## src/rtl/j1_io_uart_pkg.sv

```systemverilog
// Shared definitions for the j1 I/O-bus UART: address decode bits,
// status word layout and the RX/TX state encodings.
package j1_io_uart_pkg;

    localparam int IO_UART_DATA_BIT = 12;
    localparam int IO_UART_STAT_BIT = 13;

    localparam int ST_TX_BUSY   = 0;
    localparam int ST_RX_AVAIL  = 1;
    localparam int ST_OVERRUN   = 2;
    localparam int ST_FRAME_ERR = 3;

    typedef enum logic [1:0] {
        RX_IDLE  = 2'd0,
        RX_START = 2'd1,
        RX_DATA  = 2'd2,
        RX_STOP  = 2'd3
    } rx_state_t;

    typedef enum logic {
        TX_IDLE  = 1'b0,
        TX_SHIFT = 1'b1
    } tx_state_t;

    function automatic logic [15:0] status_word(input logic frame_err,
                                                input logic overrun,
                                                input logic rx_avail,
                                                input logic tx_busy);
        logic [15:0] w;
        w               = 16'h0000;
        w[ST_FRAME_ERR] = frame_err;
        w[ST_OVERRUN]   = overrun;
        w[ST_RX_AVAIL]  = rx_avail;
        w[ST_TX_BUSY]   = tx_busy;
        return w;
    endfunction

endpackage

```

## src/rtl/j1_io_uart_fifo.sv

```systemverilog
// Small synchronous FIFO for received bytes; pointers carry one extra
// wrap bit so full and empty are distinguishable without a counter.
module io_uart_fifo #(
    parameter int DEPTH = 4,
    parameter int WIDTH = 8
) (
    input  logic             clk,
    input  logic             resetq,
    input  logic             push,
    input  logic             pop,
    input  logic [WIDTH-1:0] din,
    output logic [WIDTH-1:0] head,
    output logic             full,
    output logic             empty
);

    localparam int AW = $clog2(DEPTH);
    localparam logic [AW:0] PTR_ONE = {{AW{1'b0}}, 1'b1};

    logic [WIDTH-1:0] mem [DEPTH];
    logic [AW:0]      wptr;
    logic [AW:0]      rptr;
    logic             do_push;
    logic             do_pop;

    assign empty = (wptr == rptr);
    assign full  = (wptr[AW] != rptr[AW]) && (wptr[AW-1:0] == rptr[AW-1:0]);
    assign head  = mem[rptr[AW-1:0]];

    // A pop in the same cycle frees the slot, so a push into a full FIFO is still taken.
    assign do_pop  = pop && !empty;
    assign do_push = push && (!full || do_pop);

    always_ff @(posedge clk or negedge resetq) begin
        if (!resetq) begin
            wptr <= '0;
            rptr <= '0;
        end else begin
            if (do_push)
                wptr <= wptr + PTR_ONE;
            if (do_pop)
                rptr <= rptr + PTR_ONE;
        end
    end

    always_ff @(posedge clk) begin
        if (do_push)
            mem[wptr[AW-1:0]] <= din;
    end

endmodule

```

## src/rtl/j1_io_uart.sv

```systemverilog
// UART target on the j1 I/O bus: 8N1 transmitter, oversampled receiver
// feeding a small FIFO, and a DATA/STATUS register pair.
module j1_io_uart
    import j1_io_uart_pkg::*;
#(
    parameter int CLKDIV     = 104,
    parameter int FIFO_DEPTH = 4
) (
    input  logic        clk,
    input  logic        resetq,
    input  logic        io_rd,
    input  logic        io_wr,
    input  logic [15:0] io_addr,
    input  logic [15:0] io_dout,
    output logic [15:0] io_din,
    input  logic        uart_rx,
    output logic        uart_tx
);

    localparam int CW = $clog2(CLKDIV);
    localparam logic [CW-1:0] CNT_ONE  = CW'(1);
    localparam logic [CW-1:0] CNT_LAST = CW'(CLKDIV - 1);
    localparam logic [CW-1:0] CNT_HALF = CW'(CLKDIV / 2 - 1);

    logic data_sel;
    logic stat_sel;
    logic rd_pop;
    logic stat_clr;

    logic [7:0] fifo_head;
    logic       fifo_full;
    logic       fifo_empty;

    logic overrun;
    logic frame_err;
    logic overrun_set;
    logic frame_set;

    tx_state_t  tx_state;
    logic       tx_busy;
    logic [CW-1:0] tx_cnt;
    logic [3:0] tx_bits;
    logic [8:0] tx_shift;

    logic [1:0] rx_sync;
    logic       rx_s;
    rx_state_t  rx_state;
    logic [CW-1:0] rx_cnt;
    logic [2:0] rx_bits;
    logic [7:0] rx_shift;
    logic       rx_wait;
    logic       rx_sample;
    logic       rx_push;

    logic unused_bus_bits;
    assign unused_bus_bits = ^{io_addr[15:14], io_addr[11:0], io_dout[15:8]};

    assign data_sel = io_addr[IO_UART_DATA_BIT];
    assign stat_sel = !io_addr[IO_UART_DATA_BIT] && io_addr[IO_UART_STAT_BIT];
    assign rd_pop   = io_rd && data_sel;
    assign stat_clr = io_rd && stat_sel;

    always_comb begin
        io_din = 16'h0000;
        if (data_sel)
            io_din = {8'h00, (fifo_empty ? 8'h00 : fifo_head)};
        else if (stat_sel)
            io_din = status_word(frame_err, overrun, !fifo_empty, tx_busy);
    end

    io_uart_fifo #(
        .DEPTH (FIFO_DEPTH),
        .WIDTH (8)
    ) u_fifo (
        .clk    (clk),
        .resetq (resetq),
        .push   (rx_push),
        .pop    (rd_pop),
        .din    (rx_shift),
        .head   (fifo_head),
        .full   (fifo_full),
        .empty  (fifo_empty)
    );

    // Transmitter: start bit goes out on the cycle after the write, stop bit is bit 8 of the shifter.
    always_ff @(posedge clk or negedge resetq) begin
        if (!resetq) begin
            tx_state <= TX_IDLE;
            tx_busy  <= 1'b0;
            uart_tx  <= 1'b1;
            tx_cnt   <= '0;
            tx_bits  <= 4'd0;
            tx_shift <= '1;
        end else begin
            case (tx_state)
                TX_IDLE: begin
                    if (io_wr && data_sel) begin
                        tx_state <= TX_SHIFT;
                        tx_busy  <= 1'b1;
                        uart_tx  <= 1'b0;
                        tx_shift <= {1'b1, io_dout[7:0]};
                        tx_cnt   <= '0;
                        tx_bits  <= 4'd0;
                    end
                end
                TX_SHIFT: begin
                    if (tx_cnt == CNT_LAST) begin
                        tx_cnt <= '0;
                        if (tx_bits == 4'd9) begin
                            tx_state <= TX_IDLE;
                            tx_busy  <= 1'b0;
                            uart_tx  <= 1'b1;
                        end else begin
                            tx_bits  <= tx_bits + 4'd1;
                            uart_tx  <= tx_shift[0];
                            tx_shift <= {1'b1, tx_shift[8:1]};
                        end
                    end else begin
                        tx_cnt <= tx_cnt + CNT_ONE;
                    end
                end
                default: tx_state <= TX_IDLE;
            endcase
        end
    end

    always_ff @(posedge clk or negedge resetq) begin
        if (!resetq)
            rx_sync <= 2'b11;
        else
            rx_sync <= {rx_sync[0], uart_rx};
    end

    assign rx_s      = rx_sync[1];
    assign rx_sample = (rx_cnt == CNT_LAST);
    assign rx_push   = (rx_state == RX_STOP) && !rx_wait && rx_sample && rx_s;
    assign frame_set = (rx_state == RX_STOP) && !rx_wait && rx_sample && !rx_s;

    // Receiver: re-check the start bit at mid-bit, then sample every bit period from there.
    always_ff @(posedge clk or negedge resetq) begin
        if (!resetq) begin
            rx_state <= RX_IDLE;
            rx_cnt   <= '0;
            rx_bits  <= 3'd0;
            rx_shift <= 8'h00;
            rx_wait  <= 1'b0;
        end else begin
            case (rx_state)
                RX_IDLE: begin
                    rx_cnt  <= '0;
                    rx_wait <= 1'b0;
                    if (!rx_s)
                        rx_state <= RX_START;
                end
                RX_START: begin
                    if (rx_cnt == CNT_HALF) begin
                        rx_cnt   <= '0;
                        rx_bits  <= 3'd0;
                        rx_state <= rx_s ? RX_IDLE : RX_DATA;
                    end else begin
                        rx_cnt <= rx_cnt + CNT_ONE;
                    end
                end
                RX_DATA: begin
                    if (rx_sample) begin
                        rx_cnt   <= '0;
                        rx_shift <= {rx_s, rx_shift[7:1]};
                        rx_bits  <= rx_bits + 3'd1;
                        if (rx_bits == 3'd7)
                            rx_state <= RX_STOP;
                    end else begin
                        rx_cnt <= rx_cnt + CNT_ONE;
                    end
                end
                RX_STOP: begin
                    if (rx_wait) begin
                        if (rx_s) begin
                            rx_wait  <= 1'b0;
                            rx_state <= RX_IDLE;
                        end
                    end else if (rx_sample) begin
                        rx_cnt <= '0;
                        if (rx_s)
                            rx_state <= RX_IDLE;
                        else
                            rx_wait <= 1'b1;
                    end else begin
                        rx_cnt <= rx_cnt + CNT_ONE;
                    end
                end
                default: rx_state <= RX_IDLE;
            endcase
        end
    end

    assign overrun_set = rx_push && fifo_full && !rd_pop;

    // Sticky error flags: a STATUS read clears them, but a new event in that cycle wins.
    always_ff @(posedge clk or negedge resetq) begin
        if (!resetq) begin
            overrun   <= 1'b0;
            frame_err <= 1'b0;
        end else begin
            if (overrun_set)
                overrun <= 1'b1;
            else if (stat_clr)
                overrun <= 1'b0;
            if (frame_set)
                frame_err <= 1'b1;
            else if (stat_clr)
                frame_err <= 1'b0;
        end
    end

endmodule
```

## config.mk

```make
export PLATFORM = sky130hd
export DESIGN_NAME = j1_io_uart
export DESIGN_NICKNAME = d
export VERILOG_FILES = /design/src/rtl/j1_io_uart_pkg.sv /design/src/rtl/j1_io_uart_fifo.sv /design/src/rtl/j1_io_uart.sv
export SDC_FILE = /design/constraint.sdc
export NUM_CORES = 1
export LEC_CHECK = 0
export BUFFER_PORTS_ARGS = -buffer_cell sky130_fd_sc_hd__buf_2
export CORE_MARGIN = 2
export CORE_UTILIZATION = 58
export DETAILED_ROUTE_END_ITERATION = 12
export PLACE_DENSITY = 0.8
export SKIP_CTS_REPAIR_TIMING = 1
export SLEW_MARGIN = 15
export SYNTH_ARGS = -nofsm -noshare
export SYNTH_HDL_FRONTEND = slang
export SYNTH_SLANG_ARGS = --single-unit
```

## constraint.sdc

```tcl
create_clock -name clk -period 5.17 [get_ports clk]
set_input_delay 0.7755 -clock clk [delete_from_list [all_inputs] [get_ports clk]]
set_output_delay 0.7755 -clock clk [all_outputs]
set_load 0.005 [all_outputs]
```

==> flow_summary.json, run 1 <==
{
  "worst_pin_slew_ns": 0.9566,
  "hold_viol": 0,
  "utilization_pct": 65.06,
  "crit_arrival_ns": 2.16,
  "first_pass_iters": 4,
  "critPathKind": "reg -> out",
  "area_growth_pct": 8.109,
  "synth-seq-area-share_pct": 56.27,
  "wl_per_cell_um": 15.73,
  "cts-root-buf": "clkbuf_8",
  "fin_crit_sh_pct": 56.78,
  "yosysWarnings": 0,
  "antenna_found_initial": 0,
  "ys_ff_latch": 85,
  "required_ns": 4.39,
  "setup_violations": 0,
  "routed_wl_um": 7048,
  "swShare_pct": 26.71,
  "ant_nets": 0,
  "path_clk_slew_ns": 0.09,
  "cts.sinks": 85,
  "fp.dieW_um": 87.97,
  "rsz0062_at_grt": "false",
  "die_area_um2": 7738,
  "max_freq_ghz": 0.3407,
  "cap_violations": 0,
  "seq_area_um2": 2301,
  "p_int_uw": 968.7,
  "slew_violations": 0,
  "grt_max_degree": 54,
  "grtUsageTotal_pct": 20.34,
  "synth_edf_count": 32,
  "gp_congestion": 0.7865,
  "crit_path_max_fanout": 11,
  "layout-drive-gt1-share_pct": 22.16,
  "netlist_area_um2": 4089,
  "clockBufferDepth": 2,
  "dp_hpwl_um": 4690,
  "gr-total-overflow": 0,
  "p_sw_uw": 353.0,
  "synth_cells": 325,
  "skew_ns": 0.009978,
  "die_h_um": 87.97,
  "core_area_um2": 6794,
  "port-buffer-count": 23,
  "dp_slack_ns": 2.573,
  "multi_input_area_um2": 1643,
  "antenna_cells": 0,
  "htree_num_levels": 3,
  "routed_via_density": 5.616,
  "ios": 54,
  "ys_async_sr_fraction_pct": 62.35,
  "row_count": 30,
  "p_leak_uw": 0.001971,
  "finalCriticalPeriod_ns": 2.936,
  "clock_power_share_pct": 33.8,
  "ys.flop_type": "dfrtp_1",
  "syn_area_per_cell_um2": 12.58,
  "clkLatencyLatePin_ns": 0.36,
  "peakVddDrop_v": 0.0002004,
  "cts_tree": "done",
  "slew_headroom_pct": 36.23,
  "finalNetCount": 401,
  "combinationalPowerShare_pct": 8.3,
  "first_iter_violations": 113,
  "min-delay-path-class": "reg -> reg",
  "worstSetupEndpointType": "output port",
  "cp-start-kind": "flip-flop",
  "grt_pass1_wl_um": 11730,
  "ys_types": 54,
  "numCtsBuffers": 9,
  "fin_ws_ns": 2.234,
  "floorplan.initialDensity_pct": 60.18,
  "power.density_nw_per_um2": 299.0,
  "n_fill_cell": 502,
  "vias": 2516,
  "first_global_vias": 2412,
  "pwr-share-seq_pct": 58.0,
  "drc": 0,
  "setup_tns_ns": 0,
  "outcome": "completed"
}
[worst paths after layout]
path	start	end	slack (ns)	cells after the start
worst max-delay path	u_fifo.rptr[0]	io_din[0]	2.23	5
worst min-delay path	rx_sync[0]	rx_sync[1]	0.36	0
worst max register to register	u_fifo.rptr[0]	u_fifo.wptr[2]	2.57	5
worst min register to register	rx_sync[0]	rx_sync[1]	0.36	0
max in group asynchronous	resetq	rx_shift[7]	4.19	2
min in group asynchronous	resetq	tx_cnt[3]	0.53	2
[placed cells by master, fill, tap and decap left out, drive strengths merged, types with 2 or more instances in the layout]
| cell type | Yosys | routed |
|---|---|---|
| edfxtp | 32 | 32 |
| nand3 | 14 | 14 |
| dfstp | 11 | 11 |
| o22a | 2 | 2 |
| o22ai | 2 | 2 |
| dfrtp | 42 | 42 |
| nand4 | 2 | 2 |
| o21ai | 16 | 16 |
| xnor2 | 5 | 5 |
| mux2 | 9 | 9 |
| nor2b | 6 | 6 |
| nor2 | 16 | 16 |
| a32o | 5 | 5 |
| ha | 17 | 17 |
| nand3b | 2 | 2 |
| conb | 1 | 8 |
| and3b | 2 | 2 |
| xor2 | 5 | 5 |
| o2bb2ai | 3 | 3 |
| buf | 14 | 24 |
| o311ai | 3 | 3 |
| mux2i | 9 | 9 |
| mux4 | 8 | 8 |
| clkbuf | 6 | 10 |
| a22o | 5 | 5 |
| a21oi | 15 | 15 |
| nand2b | 4 | 4 |
| and2 | 6 | 6 |
| and3 | 9 | 9 |
| inv | 12 | 16 |
| a31oi | 4 | 4 |
| nand2 | 24 | 24 |
[worst max-delay path, cell delays in order, from the launching register on]
cell and delay, ns:
dfrtp_1 0.77, xor2_1 0.18, nor2_1 0.17, nand2_1 0.22, a32o_1 0.34, buf_2 0.13
[metal layers]
metal | share of wire (%) | global-route usage (%) | vias up
li1 | - | - | 1219
met1 | 46 | 28.02 | 1223
met2 | 48 | 31.54 | 64
met3 | 5.5 | 3.770 | 10
met4 | 1.4 | 9.650 | 0
met5 | 0 | 0 | -
[cells in the mapped netlist, drive strengths merged, types with 8 or more instances]
| cell | n | area, um2 |
|---|---|---|
| o21ai | 16 | 80.08 |
| dfrtp | 42 | 1051 |
| nor2 | 16 | 62.56 |
| mux2i | 9 | 90.09 |
| inv | 12 | 45.04 |
| nand2 | 24 | 92.59 |
| nand3 | 14 | 70.07 |
| and3 | 9 | 56.30 |
| dfstp | 11 | 289.0 |
| mux4 | 8 | 180.2 |
| buf | 14 | 103.8 |
| ha | 17 | 212.7 |
| mux2 | 9 | 101.4 |
| a21oi | 15 | 90.09 |
| edfxtp | 32 | 960.9 |
[power groups by stage]
stage          sequential, uW  clock (uW)  combinational, uW
5_1_grt                   773         482                120
2_1_floorplan             740           0                115
3_3_place_gp              779           0                102
6_report                  766         446                109
4_1_cts                   768         456                111
3_5_place_dp              780           0                110
[final cells by class]
type	count	area share (%)
flip-flops and latches	85	52.05
multi-input cells	215	37.16
clock buffers	10	3.114
repair buffers	24	2.774
well taps	96	2.717
clock inverters	6	1.160
inverters	12	1.019
[metrics by stage]
step	instance area (um2)	instances	hold slack, ns	total power [uW]
finish	4420	448	0.3638	1322
detailed placement	4232	432	0.3487	890.4
CTS	4420	448	0.3678	1335
global route	4420	448	0.3692	1375
global placement	4232	432	0.3466	881.5
floorplan	4115	332	0.3452	855.3
[state kept, by name (all words and copies together), names as in the netlist, 2 cells and up, named ones only]
| register | count |
|---|---|
| u_fifo.rptr | 3 |
| tx_cnt | 7 |
| rx_cnt | 7 |
| rx_bits | 3 |
| rx_shift | 8 |
| tx_bits | 4 |
| u_fifo.wptr | 3 |
| rx_sync | 2 |
| u_fifo.mem | 32 |
| tx_shift | 8 |
[cell families after synthesis]
kind of cell | Yosys count | synth area share (%)
AND/OR/NAND/NOR | 94 | 12.39
flip-flops | 85 | 56.27
AO/OA/AOI/OAI | 60 | 10.62
buffers and inverters | 32 | 4.192
multiplexers | 26 | 9.088
adder cells (fa/ha/maj) | 17 | 5.202
XOR/XNOR | 10 | 2.142
other | 1 | 0.09171
(Power assumes the default switching activity.)
==> inputs of run 2 (changes only) <==
Settings changed: CORE_UTILIZATION 58 to 57, PLACE_DENSITY 0.8 to 0.79.
Clock period 5.17 ns to 2.73 ns, I/O delays scaled along.
==> run 2 against run 1 <==
Clock skew grew 0.0067 ns. Non-clock buffer count grew 9. Critical path depth is the same. Largest cell class unchanged. Highest routed layer unchanged. Global-route usage grew 0.10 points. Combinational power grew to 2.7 times the previous value. First-iteration DRC count grew 27%. Via count grew 1.4%. Sequential share of layout area shrank 0.87 points. Worst setup slack lost 1.9 ns. Count of clock-buffer cells in the layout shrank 1.
==> flow_summary.json, run 2 (same netlist as run 1, synthesis figures left out) <==
{
  "vias": 2550,
  "numCtsBuffers": 9,
  "path_clk_slew_ns": 0.10,
  "rsz0062_at_grt": "false",
  "fin_crit_sh_pct": 88.03,
  "r2r-end": "u_fifo.mem[0][7]",
  "first_iter_violations": 143,
  "area_growth_pct": 9.945,
  "final_common_cell": "dfrtp_1",
  "slew_headroom_pct": 50.79,
  "dp_hpwl_um": 5146,
  "r2r_setup_slack_ns": 0.33,
  "first_global_vias": 2509,
  "ios": 54,
  "largest_reg_flops": 32,
  "power.density_nw_per_um2": 569.7,
  "utilization_pct": 65.45,
  "cts-root-buf": "clkbuf_8",
  "fp.dieW_um": 88.70,
  "wl_per_cell_um": 16.30,
  "min-delay-path-class": "in -> async",
  "grt_pass1_wl_um": 11950,
  "cap_violations": 0,
  "die_area_um2": 7867,
  "setup_violations": 0,
  "first_pass_iters": 5,
  "row_count": 30,
  "slew_violations": 0,
  "floorplan.initialDensity_pct": 59.53,
  "critPathKind": "reg -> reg",
  "dp_slack_ns": 0.3355,
  "routed_wl_um": 7447,
  "worst_pin_slew_ns": 0.7381,
  "worstSetupEndpointType": "flip-flop",
  "finalNetCount": 410,
  "crit_path_max_fanout": 8,
  "reg2reg_depth": 5,
  "outcome": "completed",
  "setup_tns_ns": 0,
  "crit_arrival_ns": 2.42,
  "htree_num_levels": 3,
  "critPathLaunch": "rx_cnt[0]",
  "clockBufferDepth": 2,
  "p_leak_uw": 0.002018,
  "finalCriticalPeriod_ns": 2.403,
  "grt_max_degree": 33,
  "port-buffer-count": 23,
  "fin_ws_ns": 0.3269,
  "layout-drive-gt1-share_pct": 24.10,
  "cp-start-kind": "flip-flop",
  "gp_congestion": 0.7819,
  "skew_ns": 0.01665,
  "r2r_start": "rx_cnt[0]",
  "antenna_found_initial": 0,
  "die_h_um": 88.70,
  "max_freq_ghz": 0.4161,
  "core_area_um2": 6869,
  "final_cell_mix": "42 x dfrtp_1, 32 x edfxtp_1, 23 x nand2_1, 23 x buf_2, 17 x ha_1",
  "routed_via_density": 5.580,
  "ant_nets": 0,
  "antenna_cells": 0,
  "drc": 0,
  "cp-endpoint": "u_fifo.mem[0][7]",
  "cts_tree": "done",
  "required_ns": 2.75,
  "peakVddDrop_v": 0.0003630,
  "gr-total-overflow": 0,
  "grtUsageTotal_pct": 20.44,
  "clkLatencyLatePin_ns": 0.36,
  "hold_viol": 0,
  "cts.sinks": 85
}
-- run 2: cell types whose count changed in the layout (fill, tap and decap cells not counted) --
cell	previous run	this run
buf_4	1	10
inv_8	0	2
clkbuf_8	10	9
clkinv_4	1	0
clkinv_8	0	1
inv_6	4	3
-- run 2: layer usage --
| metal | part of all wire, % | up-vias | global-route usage (%) | routed length, um |
|---|---|---|---|---|
| met2 | 49 | 51 | 32.50 | 3628 |
| met1 | 47 | 1259 | 27.64 | 3491 |
| met4 | 0.97 | 0 | 9.780 | 72 |
| met5 | 0 | - | 0 | 0 |
| li1 | - | 1236 | - | - |
| met3 | 3.4 | 4 | 3.358 | 255 |
-- run 2: power by group --
group          switching [uW]  total, uW  internal, uW
Sequential               32.5       1390          1360
Combinational             166        296           131
Clock                     514        875           361
-- run 2: worst min-delay path by stage --
stage | startpoint | slack (ns) | end
2_1_floorplan | resetq | 0.11 | async pin
5_1_grt | uart_rx | 0.14 | rx_sync[0]
3_3_place_gp | rx_sync[0] | 0.35 | rx_sync[1]
6_report | resetq | 0.1 | tx_cnt[5]
4_1_cts | resetq | 0.11 | tx_cnt[4]
3_5_place_dp | rx_sync[0] | 0.35 | rx_sync[1]
-- run 2: layout make-up --
type                            count  area [um2]
Clock buffer                        9       123.9
Clock inverter                      7       72.57
Fill cell                         526        2374
Inverter                           12       45.04
Multi-Input combinational cell    215        1643
Sequential cell                    85        2301
Tap cell                           96       120.1
Timing Repair Buffer               33       190.2
-- run 2: stage by stage --
| stage | hold WS [ns] | total power [uW] | instances | cell area [um2] |
|---|---|---|---|---|
| after floorplan | 0.1139 | 1620 | 332 | 4115 |
| after global placement | 0.3460 | 1697 | 441 | 4299 |
| final | 0.09887 | 2561 | 457 | 4496 |
| after global routing | 0.1398 | 2654 | 457 | 4496 |
| after detailed placement | 0.3495 | 1714 | 441 | 4299 |
| after CTS | 0.1137 | 2581 | 457 | 4496 |
-- run 2: worst max-delay path, cell delays in order (launching register included) --
cell and delay (ns):
dfrtp_1 0.44, ha_1 0.20, and3b_1 0.19, nand4b_1 0.14, nor4_2 0.59, and2_1 0.49
